[src/rtl/produce_motion_array.sv]
// Multi-channel vertical motion and hammer-collision engine for thrown produce.
// Each channel launches at the bottom, rises to the apex, falls back and retires, or is splatted.
`timescale 1ns/1ps
module produce_motion_array #(
  parameter int N_OBJ      = 4,
  parameter int X_W        = 10,
  parameter int Y_W        = 9,
  parameter int Y_TOP      = 180,
  parameter int Y_BOTTOM   = 480,
  parameter int STEP       = 1,
  parameter int HIT_R      = 16,
  parameter int HIT_FRAMES = 8,
  parameter int SCORE_W    = 16
) (
  input  logic                   clock,
  input  logic                   resetn,
  input  logic                   frame_tick,
  input  logic [N_OBJ-1:0]       launch,
  input  logic [N_OBJ*X_W-1:0]   obj_x,
  input  logic [X_W-1:0]         hammer_x,
  input  logic [Y_W-1:0]         hammer_y,
  input  logic                   hammer_valid,
  output logic [N_OBJ*Y_W-1:0]   obj_y,
  output logic [N_OBJ-1:0]       obj_active,
  output logic [N_OBJ-1:0]       obj_hit,
  output logic [N_OBJ-1:0]       hit_pulse,
  output logic [N_OBJ-1:0]       miss_pulse,
  output logic [SCORE_W-1:0]     score,
  output logic [SCORE_W-1:0]     miss_count
);

  localparam int CNT_W = (HIT_FRAMES < 1) ? 1 : $clog2(HIT_FRAMES + 1);
  localparam int PC_W  = $clog2(N_OBJ + 1);
  localparam int SUM_W = SCORE_W + PC_W;

  localparam logic [Y_W-1:0]   Y_TOP_V  = Y_W'(Y_TOP);
  localparam logic [Y_W-1:0]   Y_BOT_V  = Y_W'(Y_BOTTOM);
  localparam logic [Y_W-1:0]   STEP_V   = Y_W'(STEP);
  localparam logic [Y_W:0]     TOP_LIM  = (Y_W+1)'(Y_TOP + STEP);
  localparam logic [Y_W:0]     STEP_WX  = (Y_W+1)'(STEP);
  localparam logic [Y_W:0]     BOT_WX   = (Y_W+1)'(Y_BOTTOM);
  localparam logic [X_W-1:0]   HIT_RX   = X_W'(HIT_R);
  localparam logic [Y_W-1:0]   HIT_RY   = Y_W'(HIT_R);
  localparam logic [CNT_W-1:0] CNT_INIT = CNT_W'(HIT_FRAMES);
  localparam logic [CNT_W-1:0] CNT_ONE  = CNT_W'(1);

  typedef enum logic [1:0] {IDLE, RISE, FALL, HIT} objState_e;

  objState_e        state    [N_OBJ];
  objState_e        stateNxt [N_OBJ];
  logic [Y_W-1:0]   yPos     [N_OBJ];
  logic [Y_W-1:0]   yNxt     [N_OBJ];
  logic [CNT_W-1:0] hitCnt   [N_OBJ];
  logic [CNT_W-1:0] cntNxt   [N_OBJ];
  logic [N_OBJ-1:0] collide;
  logic [N_OBJ-1:0] hitCond;
  logic [N_OBJ-1:0] missCond;

  function automatic logic [PC_W-1:0] popCount(input logic [N_OBJ-1:0] v);
    logic [PC_W-1:0] c;
    c = '0;
    for (int k = 0; k < N_OBJ; k++) c = c + PC_W'(v[k]);
    return c;
  endfunction

  function automatic logic [SCORE_W-1:0] satAdd(input logic [SCORE_W-1:0] a,
                                                input logic [PC_W-1:0]    b);
    logic [SUM_W-1:0] s;
    s = SUM_W'(a) + SUM_W'(b);
    if (s > SUM_W'({SCORE_W{1'b1}})) return '1;
    return s[SCORE_W-1:0];
  endfunction

  // Distances are max-minus-min so the unsigned subtraction never wraps.
  for (genvar g = 0; g < N_OBJ; g++) begin : gChan
    logic [X_W-1:0] ox;
    logic [X_W-1:0] dx;
    logic [Y_W-1:0] dy;
    assign ox         = obj_x[g*X_W +: X_W];
    assign dx         = (hammer_x > ox) ? hammer_x - ox : ox - hammer_x;
    assign dy         = (hammer_y > yPos[g]) ? hammer_y - yPos[g] : yPos[g] - hammer_y;
    assign collide[g] = hammer_valid && (dx < HIT_RX) && (dy < HIT_RY);
    assign obj_y[g*Y_W +: Y_W] = yPos[g];
  end

  always_comb begin
    // NOTE: every next-state signal gets a default first so no latch is inferred.
    hitCond  = '0;
    missCond = '0;
    for (int i = 0; i < N_OBJ; i++) begin
      stateNxt[i] = state[i];
      yNxt[i]     = yPos[i];
      cntNxt[i]   = hitCnt[i];
      unique case (state[i])
        IDLE: begin
          if (launch[i]) begin
            stateNxt[i] = RISE;
            yNxt[i]     = Y_BOT_V;
          end
        end
        RISE: begin
          if (frame_tick) begin
            if (collide[i]) begin
              stateNxt[i] = HIT;
              cntNxt[i]   = CNT_INIT;
              hitCond[i]  = 1'b1;
            end else if ({1'b0, yPos[i]} <= TOP_LIM) begin
              stateNxt[i] = FALL;
              yNxt[i]     = Y_TOP_V;
            end else begin
              yNxt[i] = yPos[i] - STEP_V;
            end
          end
        end
        FALL: begin
          if (frame_tick) begin
            if (collide[i]) begin
              stateNxt[i] = HIT;
              cntNxt[i]   = CNT_INIT;
              hitCond[i]  = 1'b1;
            end else if ({1'b0, yPos[i]} + STEP_WX >= BOT_WX) begin
              stateNxt[i] = IDLE;
              yNxt[i]     = Y_BOT_V;
              missCond[i] = 1'b1;
            end else begin
              yNxt[i] = yPos[i] + STEP_V;
            end
          end
        end
        HIT: begin
          if (frame_tick) begin
            if (hitCnt[i] <= CNT_ONE) begin
              stateNxt[i] = IDLE;
              yNxt[i]     = Y_BOT_V;
              cntNxt[i]   = '0;
            end else begin
              cntNxt[i] = hitCnt[i] - CNT_ONE;
            end
          end
        end
        default: stateNxt[i] = IDLE;
      endcase
    end
  end

  // NOTE: sequential state is written with non-blocking assignments only.
  always_ff @(posedge clock) begin
    if (!resetn) begin
      // NOTE: the per-channel arrays are a handful of flops, so they are reset like any register.
      for (int i = 0; i < N_OBJ; i++) begin
        state[i]  <= IDLE;
        yPos[i]   <= Y_BOT_V;
        hitCnt[i] <= '0;
      end
      obj_active <= '0;
      obj_hit    <= '0;
      hit_pulse  <= '0;
      miss_pulse <= '0;
      score      <= '0;
      miss_count <= '0;
    end else begin
      for (int i = 0; i < N_OBJ; i++) begin
        state[i]      <= stateNxt[i];
        yPos[i]       <= yNxt[i];
        hitCnt[i]     <= cntNxt[i];
        obj_active[i] <= (stateNxt[i] == RISE) || (stateNxt[i] == FALL);
        obj_hit[i]    <= (stateNxt[i] == HIT);
      end
      hit_pulse  <= hitCond;
      miss_pulse <= missCond;
      score      <= satAdd(score, popCount(hitCond));
      miss_count <= satAdd(miss_count, popCount(missCond));
    end
  end

endmodule

[config.mk]
export PLATFORM = sky130hd
export DESIGN_NAME = produce_motion_array
export DESIGN_NICKNAME = d
export VERILOG_FILES = /design/src/rtl/produce_motion_array.sv
export SDC_FILE = /design/constraint.sdc
export NUM_CORES = 1
export LEC_CHECK = 0
export BUFFER_PORTS_ARGS = -buffer_cell sky130_fd_sc_hd__clkbuf_2
export CAP_MARGIN = 20
export CORE_MARGIN = 2
export CORE_UTILIZATION = 55
export DETAILED_ROUTE_END_ITERATION = 10
export PLACE_DENSITY = 0.79
export SYNTH_ARGS = -nofsm -noshare
export SYNTH_HDL_FRONTEND = slang
export SYNTH_SLANG_ARGS = --single-unit
[constraint.sdc]
create_clock -name clock -period 5.4 [get_ports clock]
set_input_delay 1.08 -clock clock [delete_from_list [all_inputs] [get_ports clock]]
set_output_delay 1.08 -clock clock [all_outputs]
set_load 0.005 [all_outputs]
==> results of run 1 <==
## cell type report
type | count | share of cell area [%]
Multi-Input combinational cell | 1413 | 63.6
Timing Repair Buffer | 412 | 16.1
Sequential cell | 108 | 12.7
Inverter | 152 | 3.39
Tap cell | 319 | 2.35
Clock buffer | 9 | 1.32
Clock inverter | 7 | 0.507
## tightest hold or removal path, stage by stage, from the launching register on
cell,delay [ns]
dfxtp_1,0.33
nand2_1,0.06
mux2i_1,0.05
## flip-flops by register name, indices dropped and copies added, names as in the netlist
signal      flops
score          16
hit_pulse       4
yPos           36
miss_pulse      4
hitCnt         16
state           8
obj_active      4
miss_count     16
obj_hit         4
## kinds of logic (layout without fill, tap and decap cells)
group,after synthesis,count (layout),share of synthesized area [%]
AND/OR/NAND/NOR,605,606,24.1
AO/OA/AOI/OAI,482,482,24.6
buffers and inverters,233,580,6.88
adder cells (fa/ha/maj),192,192,18.5
flip-flops,108,108,16.3
XOR/XNOR,71,71,4.70
multiplexers,62,62,4.96
## layer usage
layer | up-vias | routed length (um) | global-route usage [%]
met4 | 0 | 1680 | 11.7
met3 | 113 | 2800 | 3.83
li1 | 7069 | - | -
met1 | 6894 | 18000 | 40.4
met2 | 630 | 20300 | 54.0
met5 | - | 0 | 0
## power breakdown
group	switching (mW)	internal, mW	leakage (nW)
Clock	0.322	0.367	0.153
Sequential	0.0310	0.813	0.873
Combinational	0.669	0.586	6.86
## cells in the mapped netlist (18+ instances only)
master    count  area, sq um
and2_1       27          169
nor2_1      106          398
mux2i_1      51          510
nand4_1      31          194
clkbuf_1     66          248
nor3_1       43          215
dfxtp_1     108         2160
xnor2_1      42          368
a21o_1       28          210
inv_1       152          571
nand2b_1     18          113
a221oi_1     27          236
nor2b_1      29          181
a21oi_1     130          651
o21a_1       21          158
nand3_1      70          350
nand2_1     153          574
ha_1        186         2330
xor2_1       29          254
o211ai_1     18          135
and3_1       22          138
o21ai_0      77          385
a31oi_1      29          181
## worst paths after layout
path | end | from | depth (start not counted)
worst max-delay path | miss_count[6]$_SDFF_PN0_ | hammer_y[6] | 23
worst min-delay path | hitCnt[2][1]$_SDFFE_PN0P_ | hitCnt[2][1]$_SDFFE_PN0P_ | 2
worst max register to register | miss_count[6]$_SDFF_PN0_ | yPos[0][3]$_SDFFE_PN0P_ | 23
worst min register to register | hitCnt[2][1]$_SDFFE_PN0P_ | hitCnt[2][1]$_SDFFE_PN0P_ | 2
## layout by cell type (no fill, tap or decap), types with 28 or more instances in the layout
master | Yosys | final
nor3_1 | 43 | 41
clkbuf_2 | 0 | 147
xnor2_1 | 42 | 39
o21ai_0 | 77 | 70
xor2_1 | 29 | 28
dfxtp_1 | 108 | 108
ha_1 | 186 | 164
nand4_1 | 31 | 31
mux2i_1 | 51 | 49
inv_1 | 152 | 139
buf_4 | 2 | 260
nand2_1 | 153 | 148
nand3_1 | 70 | 68
a21o_1 | 28 | 28
nor2_1 | 106 | 100
a21oi_1 | 130 | 112
## per-stage QoR
stage	instances	hold slack (ns)	area (sq um)	power, mW	setup TNS, ns
finish	2420	0.481	17000	2.79	-0.00268
global route	2420	0.517	17000	2.93	-3.65
CTS	2396	0.486	16400	2.67	0
detailed placement	2376	0.476	15900	1.98	-13.07
global placement	2376	0.457	15900	1.96	-10.90
floorplan	1753	0.444	13400	1.56	0
## what timing repair did
item / 4_1_cts / 5_1_grt
gates resized for setup: 23 / 103
cloned: 0 / 1
pin swaps: 8 / 56
endpoints found under the setup margin: 28 / 32
setup buffers: 4 / 24
==> flow_summary.toml, run 1 <==
[run_status]
status = "complete, but fails checks"
violations = "negative setup slack"

[logic_synthesis]
yosysWarnings = 0
avgSynthCellArea_sq_um = 7.56
ys_ff_latch = 108
synth_flop_cell = "dfxtp_1"
synth_nets = 2012
ys_types = 89
synthCells = 1753
netlist_area_sq_mm = 0.0132
synth.yosys.seq_area_share_pct = 16.3
async_flop_share_pct = 0
synth_edf_count = 0

[global_route]
grt_max_degree = 38
antenna_found_initial = 0
grt_overflow = 0
grtUsageTotal_pct = 31.4
grt_pass1_wl_mm = 67.4
first_global_vias = 13800

[final_layout]
multi_input_area_sq_mm = 0.0108
layout.area.seq_sq_mm = 0.00216
nFillCells = 1886
insertedDiodeCount = 0
layout.nets = 2355
drive_gt1_share_pct = 28.2
syn2layout_area_growth_pct = 28.5
utilization_pct = 72.3

[route]
drc = 0
ant_nets = 0
viasPerCell = 6.08
drt_first_pass_iters = 5
wl_per_cell_um = 17.7
via_count = 14700
routed_wl_mm = 42.8
drt_iter0_drc = 1388

[floorplanning]
pin_count = 151
core-area_sq_mm = 0.0235
die-area_sq_mm = 0.0253
die_h_um = 159
rows = 56
chipWidth_um = 159
start_util_pct = 56.3

[critical_path]
path_delay_family = "adder cells"
worst_ep_arrival_time_ns = 5.68
cp-start-kind = "input port"
worstSetupPathType = "in -> reg"
cp_num_buf_inv = 6
cp.required_ns = 5.68
critPathMaxStageDelay_ns = 0.57
worstSetupEndpointType = "flop"
critPathSlowestCell = "fa_1"
r2r_slack_ns = 0.14
crit_fanout = 6
crit_chain = "buf_8 > clkinvlp_4 > ha_4 > and4_4 > a21bo_4 > a21o_1 > mux2_4 > a211oi_4 > nand4_1 > buf_4 > nor4_4 > buf_4 > nor4_4 > fa_1 > inv_2 > fa_2 > inv_2 > fa_2 > nand2_2 > nor2_4 > nand2_2 > or2_4 > a21oi_1"

[power_and_ir_drop]
p_per_area_mw_per_mm2 = 164
leakagePower_nw = 7.89
ir_worst_vdd_mv = 0.236

[timing]
max_freq_mhz = 185
setup_viol_count_final = 1
slew_headroom_pct = 46.4
maxSlewViolCount = 0
timing.final.ws_setup_ns = -0.00268
hold_viol_final = 0
grt_setup_unrepaired = "yes"
tightest_slew_ns = 0.804
clock_skew_ns = 0.0113
post-route-min-period_ns = 5.40
post-route-period-util_pct = 100

[clocking]
holdBufCountCts = 0
clock_path_buffers = 2
cts_tree = "done"
cts-root-buf = "clkbuf_16"
cts_sinks = 108
numCtsBuffers = 9
clkSlewWorstSetupHoldPaths_ns = 0.08
clk_latency_ns = 0.36
cts.htree.levels = 3

[job]
maxCapViolations = 0

[placed_design]
place.gp.congestion = 0.968
place_hpwl_mm = 32.9
dp_slack_ns = -0.481
io_buffers = 150

[worst_hold_path]
hp-class = "reg -> reg"
No activity file was read; power rests on OpenSTA's default activity.
==> run 2: changes to the inputs <==
Settings changed: CELL_PAD_IN_SITES_DETAIL_PLACEMENT set to 1, CELL_PAD_IN_SITES_GLOBAL_PLACEMENT set to 2, CORE_UTILIZATION 55 to 32, PLACE_DENSITY 0.79 to not set, PLACE_DENSITY_LB_ADDON set to 0.1.
==> run 2 against run 1 <==
The flow still finishes with violations (negative setup slack). Largest power group unchanged. Clock power hardly changed. Via count fell by 0.84%. Utilization is 29 points lower. Critical path type unchanged. Maximum frequency down 0.62%.
==> flow_summary.toml, run 2 (synthesis gave the netlist of run 1 again) <==
[run_status]
status = "complete, but fails checks"
violations = "negative setup slack"

[timing]
finalSetupTns_ns = -0.114
hold_viol_final = 0
hold_slack_ns = 0.477
post-route-period-util_pct = 101
post-route-min-period_ns = 5.44
slew_headroom_pct = 48.1
clock_skew_ns = 0.0116
timing.final.ws_setup_ns = -0.0365
setup_viol_count_final = 10
grt_setup_unrepaired = "yes"
maxSlewViolCount = 0
tightest_slew_ns = 0.777
max_freq_mhz = 184

[route]
drt_first_pass_iters = 5
drt_iter0_drc = 675
ant_nets = 0
routed_wl_mm = 52.5
wl_per_cell_um = 19.5
via_count = 14600
drc = 0
viasPerCell = 5.42

[worst_hold_path]
hp-class = "reg -> reg"

[floorplanning]
die_h_um = 207
die-area_sq_mm = 0.0430
start_util_pct = 32.4
rows = 74
pin_count = 151
core-area_sq_mm = 0.0408
chipWidth_um = 207

[global_route]
grt_overflow = 0
grtUsageTotal_pct = 23.5
antenna_found_initial = 0
first_global_vias = 15200
grt_max_degree = 47
grt_pass1_wl_mm = 82.3

[placed_design]
place.gp.congestion = 0.903
place_hpwl_mm = 42.4
dp_cells = 2653
dpl_cell_area_sq_mm = 0.0167
io_buffers = 150
dp_slack_ns = -0.544

[final_layout]
layout.area.seq_sq_mm = 0.00216
layout_commonest_cell = "buf_4"
finalInstanceArea_sq_mm = 0.0177
regMostFlops = "yPos"
drive_gt1_share_pct = 29.0
layout.nets = 2412
nFillCells = 5048
syn2layout_area_growth_pct = 33.7
final_cell_mix = "buf_4, ha_1, nand2_1"
multi_input_area_sq_mm = 0.0107
finalNonFillerCells = 2690
largest_reg_flops = 36
utilization_pct = 43.4
insertedDiodeCount = 0

[job]
maxCapViolations = 0

[power_and_ir_drop]
p_per_area_mw_per_mm2 = 161
leakagePower_nw = 8.20
power_mw = 2.85
ir_worst_vdd_mv = 0.130

[clocking]
clk_latency_ns = 0.38
clock_path_buffers = 2
cts_tree = "done"
cts_sinks = 108
cts-root-buf = "clkbuf_16"
holdBufCountCts = 0
clkSlewWorstSetupHoldPaths_ns = 0.08
cts.htree.levels = 3
numCtsBuffers = 9

[critical_path]
crit_fanout = 7
worstSetupPathType = "in -> reg"
cp-start-kind = "input port"
cp.required_ns = 5.71
worst_ep_arrival_time_ns = 5.74
worstSetupEndpointType = "flop"
[run 2: report_power, final]
group          internal [mW]  switching, mW
clock                  0.327          0.359
combinational          0.620          0.710
sequential             0.813         0.0248
total                   1.76           1.09
[run 2: timing repair]
action / in CTS / in global routing
gates resized for setup: 8 / 115
setup endpoints to repair: 30 / 32
pin swaps: 4 / 48
gates cloned: 0 / 1
setup buffers: 0 / 20
[run 2: worst paths after layout]
| path | depth (start not counted) | endpoint | slack (ns) | startpoint |
|---|---|---|---|---|
| min reg2reg | 2 | hitCnt[3][1]$_SDFFE_PN0P_ | 0.48 | hitCnt[3][1]$_SDFFE_PN0P_ |
| max | 23 | miss_count[1]$_SDFF_PN0_ | -0.04 | hammer_y[2] |
| max reg2reg | 23 | miss_count[1]$_SDFF_PN0_ | 0.16 | yPos[0][6]$_SDFFE_PN1P_ |
| min | 2 | hitCnt[3][1]$_SDFFE_PN0P_ | 0.48 | hitCnt[3][1]$_SDFFE_PN0P_ |
[run 2: worst max-delay path, cell delays in order]
cell      delay, ns
clkbuf_2       0.11
inv_1          0.14
ha_4           0.31
and3_4         0.21
o21ai_4        0.07
a21bo_4        0.23
a21o_1         0.23
mux2_4         0.34
a211oi_4       0.23
nand4_1        0.19
nor4_4         0.33
buf_4          0.20
nor4_4         0.06
fa_1           0.56
inv_2          0.04
fa_2           0.37
inv_2          0.07
fa_2           0.22
nand2_4        0.06
nor2_4         0.11
nand2_1        0.11
or2_4          0.29
a21oi_1        0.15
[run 2: layout make-up]
type | instances | share of cell area [%]
multi-input combinational | 1413 | 60.6
timing repair buffer | 469 | 18.5
sequential | 108 | 12.2
tap | 532 | 3.76
inverter | 152 | 3.28
clock buffer | 9 | 1.27
clock inverter | 7 | 0.396
[run 2: routing by layer]
layer | global-route usage [%] | wire [um] | up-vias
met5 | 0 | 0 | -
met4 | 8.23 | 1730 | 0
met3 | 2.24 | 1500 | 69
met2 | 40.9 | 25400 | 246
met1 | 30.3 | 23900 | 7115
li1 | - | - | 7153
==> run 3: changes to the inputs <==
Settings changed: BUFFER_PORTS_ARGS -buffer_cell sky130_fd_sc_hd__clkbuf_2 to -buffer_cell sky130_fd_sc_hd__buf_2.
==> run 3 against run 2 <==
The run now ends clean. Clock power increased by 2%. Register-to-register slack improved by 0.18 ns. First-iteration DRC count decreased by 5.8%. Combinational power about the same. Via count about the same. Count of clock-buffer cells in the layout increased by 2. Clock skew about the same. Total power increased by 0.38%. Hold slack about the same. Cell area decreased by 0.39%.
==> flow_summary.toml, run 3 (synthesis gave the netlist of run 1 again) <==
[placed_design]
place.gp.congestion = 0.883
dp_cells = 2648
dpl_cell_area_sq_mm = 0.0167
dp_slack_ns = -0.479
io_buffers = 150
place_hpwl_mm = 41.5

[clocking]
cts_tree = "done"
numCtsBuffers = 9
cts.htree.levels = 3
clkSlewWorstSetupHoldPaths_ns = 0.08
holdBufCountCts = 0
clock_path_buffers = 2
cts_sinks = 108
cts-root-buf = "clkbuf_16"
clk_latency_ns = 0.38

[timing]
setup_viol_count_final = 0
max_freq_mhz = 190
grt_setup_unrepaired = "yes"
tightest_slew_ns = 0.795
post-route-period-util_pct = 97.4
timing.final.ws_setup_ns = 0.142
maxSlewViolCount = 0
slew_headroom_pct = 46.9
clock_skew_ns = 0.0112
post-route-min-period_ns = 5.26
hold_viol_final = 0

[final_layout]
drive_gt1_share_pct = 29.6
largest_reg_flops = 36
syn2layout_area_growth_pct = 33.2
final_cell_mix = "buf_4, ha_1, nand2_1"
regMostFlops = "yPos"
layout.nets = 2407
layout_commonest_cell = "buf_4"
nFillCells = 5034
finalInstanceArea_sq_mm = 0.0176
finalNonFillerCells = 2686

[route]
drt_first_pass_iters = 5
drc = 0
ant_nets = 0
viasPerCell = 5.43
drt_iter0_drc = 636
wl_per_cell_um = 19.2
via_count = 14600
routed_wl_mm = 51.6

[floorplanning]
pin_count = 151
die_h_um = 207
chipWidth_um = 207
start_util_pct = 32.4
rows = 74
core-area_sq_mm = 0.0408
die-area_sq_mm = 0.0430

[critical_path]
critPathMostFrequentCell = "buf_4"
cp-start-kind = "input port"
crit_fanout = 7
worstSetupPathType = "in -> reg"
cp.required_ns = 5.71
rr_endpoint = "miss_count[0]$_SDFF_PN0_"
critPathSlowestCell = "fa_1"
path_delay_family = "adder cells"
r2r_start = "yPos[0][6]$_SDFFE_PN1P_"
critPathMaxStageDelay_ns = 0.48
worstRegToRegCells = 22
worst_ep_arrival_time_ns = 5.56
cp_num_buf_inv = 8
r2r_slack_ns = 0.34
worstSetupEndpointType = "flop"

[global_route]
antenna_found_initial = 1
grt_pass1_wl_mm = 81.7
grt_max_degree = 52
first_global_vias = 15100
grtUsageTotal_pct = 23.2
grt_overflow = 0

[power_and_ir_drop]
ir_worst_vdd_mv = 0.176
p_per_area_mw_per_mm2 = 162
leakagePower_nw = 8.16

[job]
maxCapViolations = 0

[worst_hold_path]
hp-class = "reg -> reg"
worstHoldStart = "hitCnt[3][1]$_SDFFE_PN0P_"
hold_path_depth = 2
hold_path_end = "hitCnt[3][1]$_SDFFE_PN0P_"

[run_status]
status = "complete, no violations"
## run 3: layer usage
layer,global-route usage [%],vias up,wire [um]
met1,30.1,7070,23700
li1,-,7164,-
met3,2.41,71,1620
met2,39.8,271,24500
met5,0,-,0
met4,8.25,0,1740
## run 3: what timing repair did
action	CTS	global route
pin swaps	8	30
setup buffers	8	12
gates resized for setup	16	99
endpoints found under the setup margin	30	32
gates cloned	1	0
## run 3: where the power goes
group / total [mW] / switching (mW) / internal, mW
registers: 0.838 / 0.0258 / 0.813
logic: 1.33 / 0.708 / 0.621
clock network: 0.698 / 0.353 / 0.344
total: 2.86 / 1.09 / 1.78
## run 3: how the worst max path moves through the flow
stage                      from                        end  depth (start not counted)
finish              hammer_x[2]   miss_count[0]$_SDFF_PN0_                         25
global route           obj_x[4]  miss_count[10]$_SDFF_PN0_                         25
CTS                 hammer_x[2]  miss_count[10]$_SDFF_PN0_                         26
detailed placement  hammer_y[1]        score[2]$_SDFF_PN0_                         23
global placement    hammer_x[5]        score[0]$_SDFF_PN0_                         23
floorplan           hammer_y[5]        score[3]$_SDFF_PN0_                         22
## run 3: tightest hold or removal path, delay by kind of cell, from the launching register on
kind	cells	cell delay (ns)
muxes	1	0.06
and+or+nand+nor	1	0.06
DFF	1	0.32
## run 3: stage by stage
step	hold WS [ns]	utilization [%]	TNS, ns	total power, mW
2_1_floorplan	0.444	-	0	1.56
3_3_place_gp	0.460	40.8	-10.97	2.06
3_5_place_dp	0.473	40.8	-13.89	2.08
4_1_cts	0.484	41.9	0	2.81
5_1_grt	0.505	43.2	-2.38	3.05
6_report	0.477	43.2	0	2.86
## run 3: area by class of cell
type,count,area (sq um),share of cell area (%)
diodes,1,2.50,0.0142
clock buffers,11,253,1.43
clock inverters,5,41.3,0.234
inverters,152,578,3.28
multi-input cells,1413,10800,61.0
flip-flops and latches,108,2160,12.3
well taps,532,666,3.77
repair buffers,464,3180,18.0
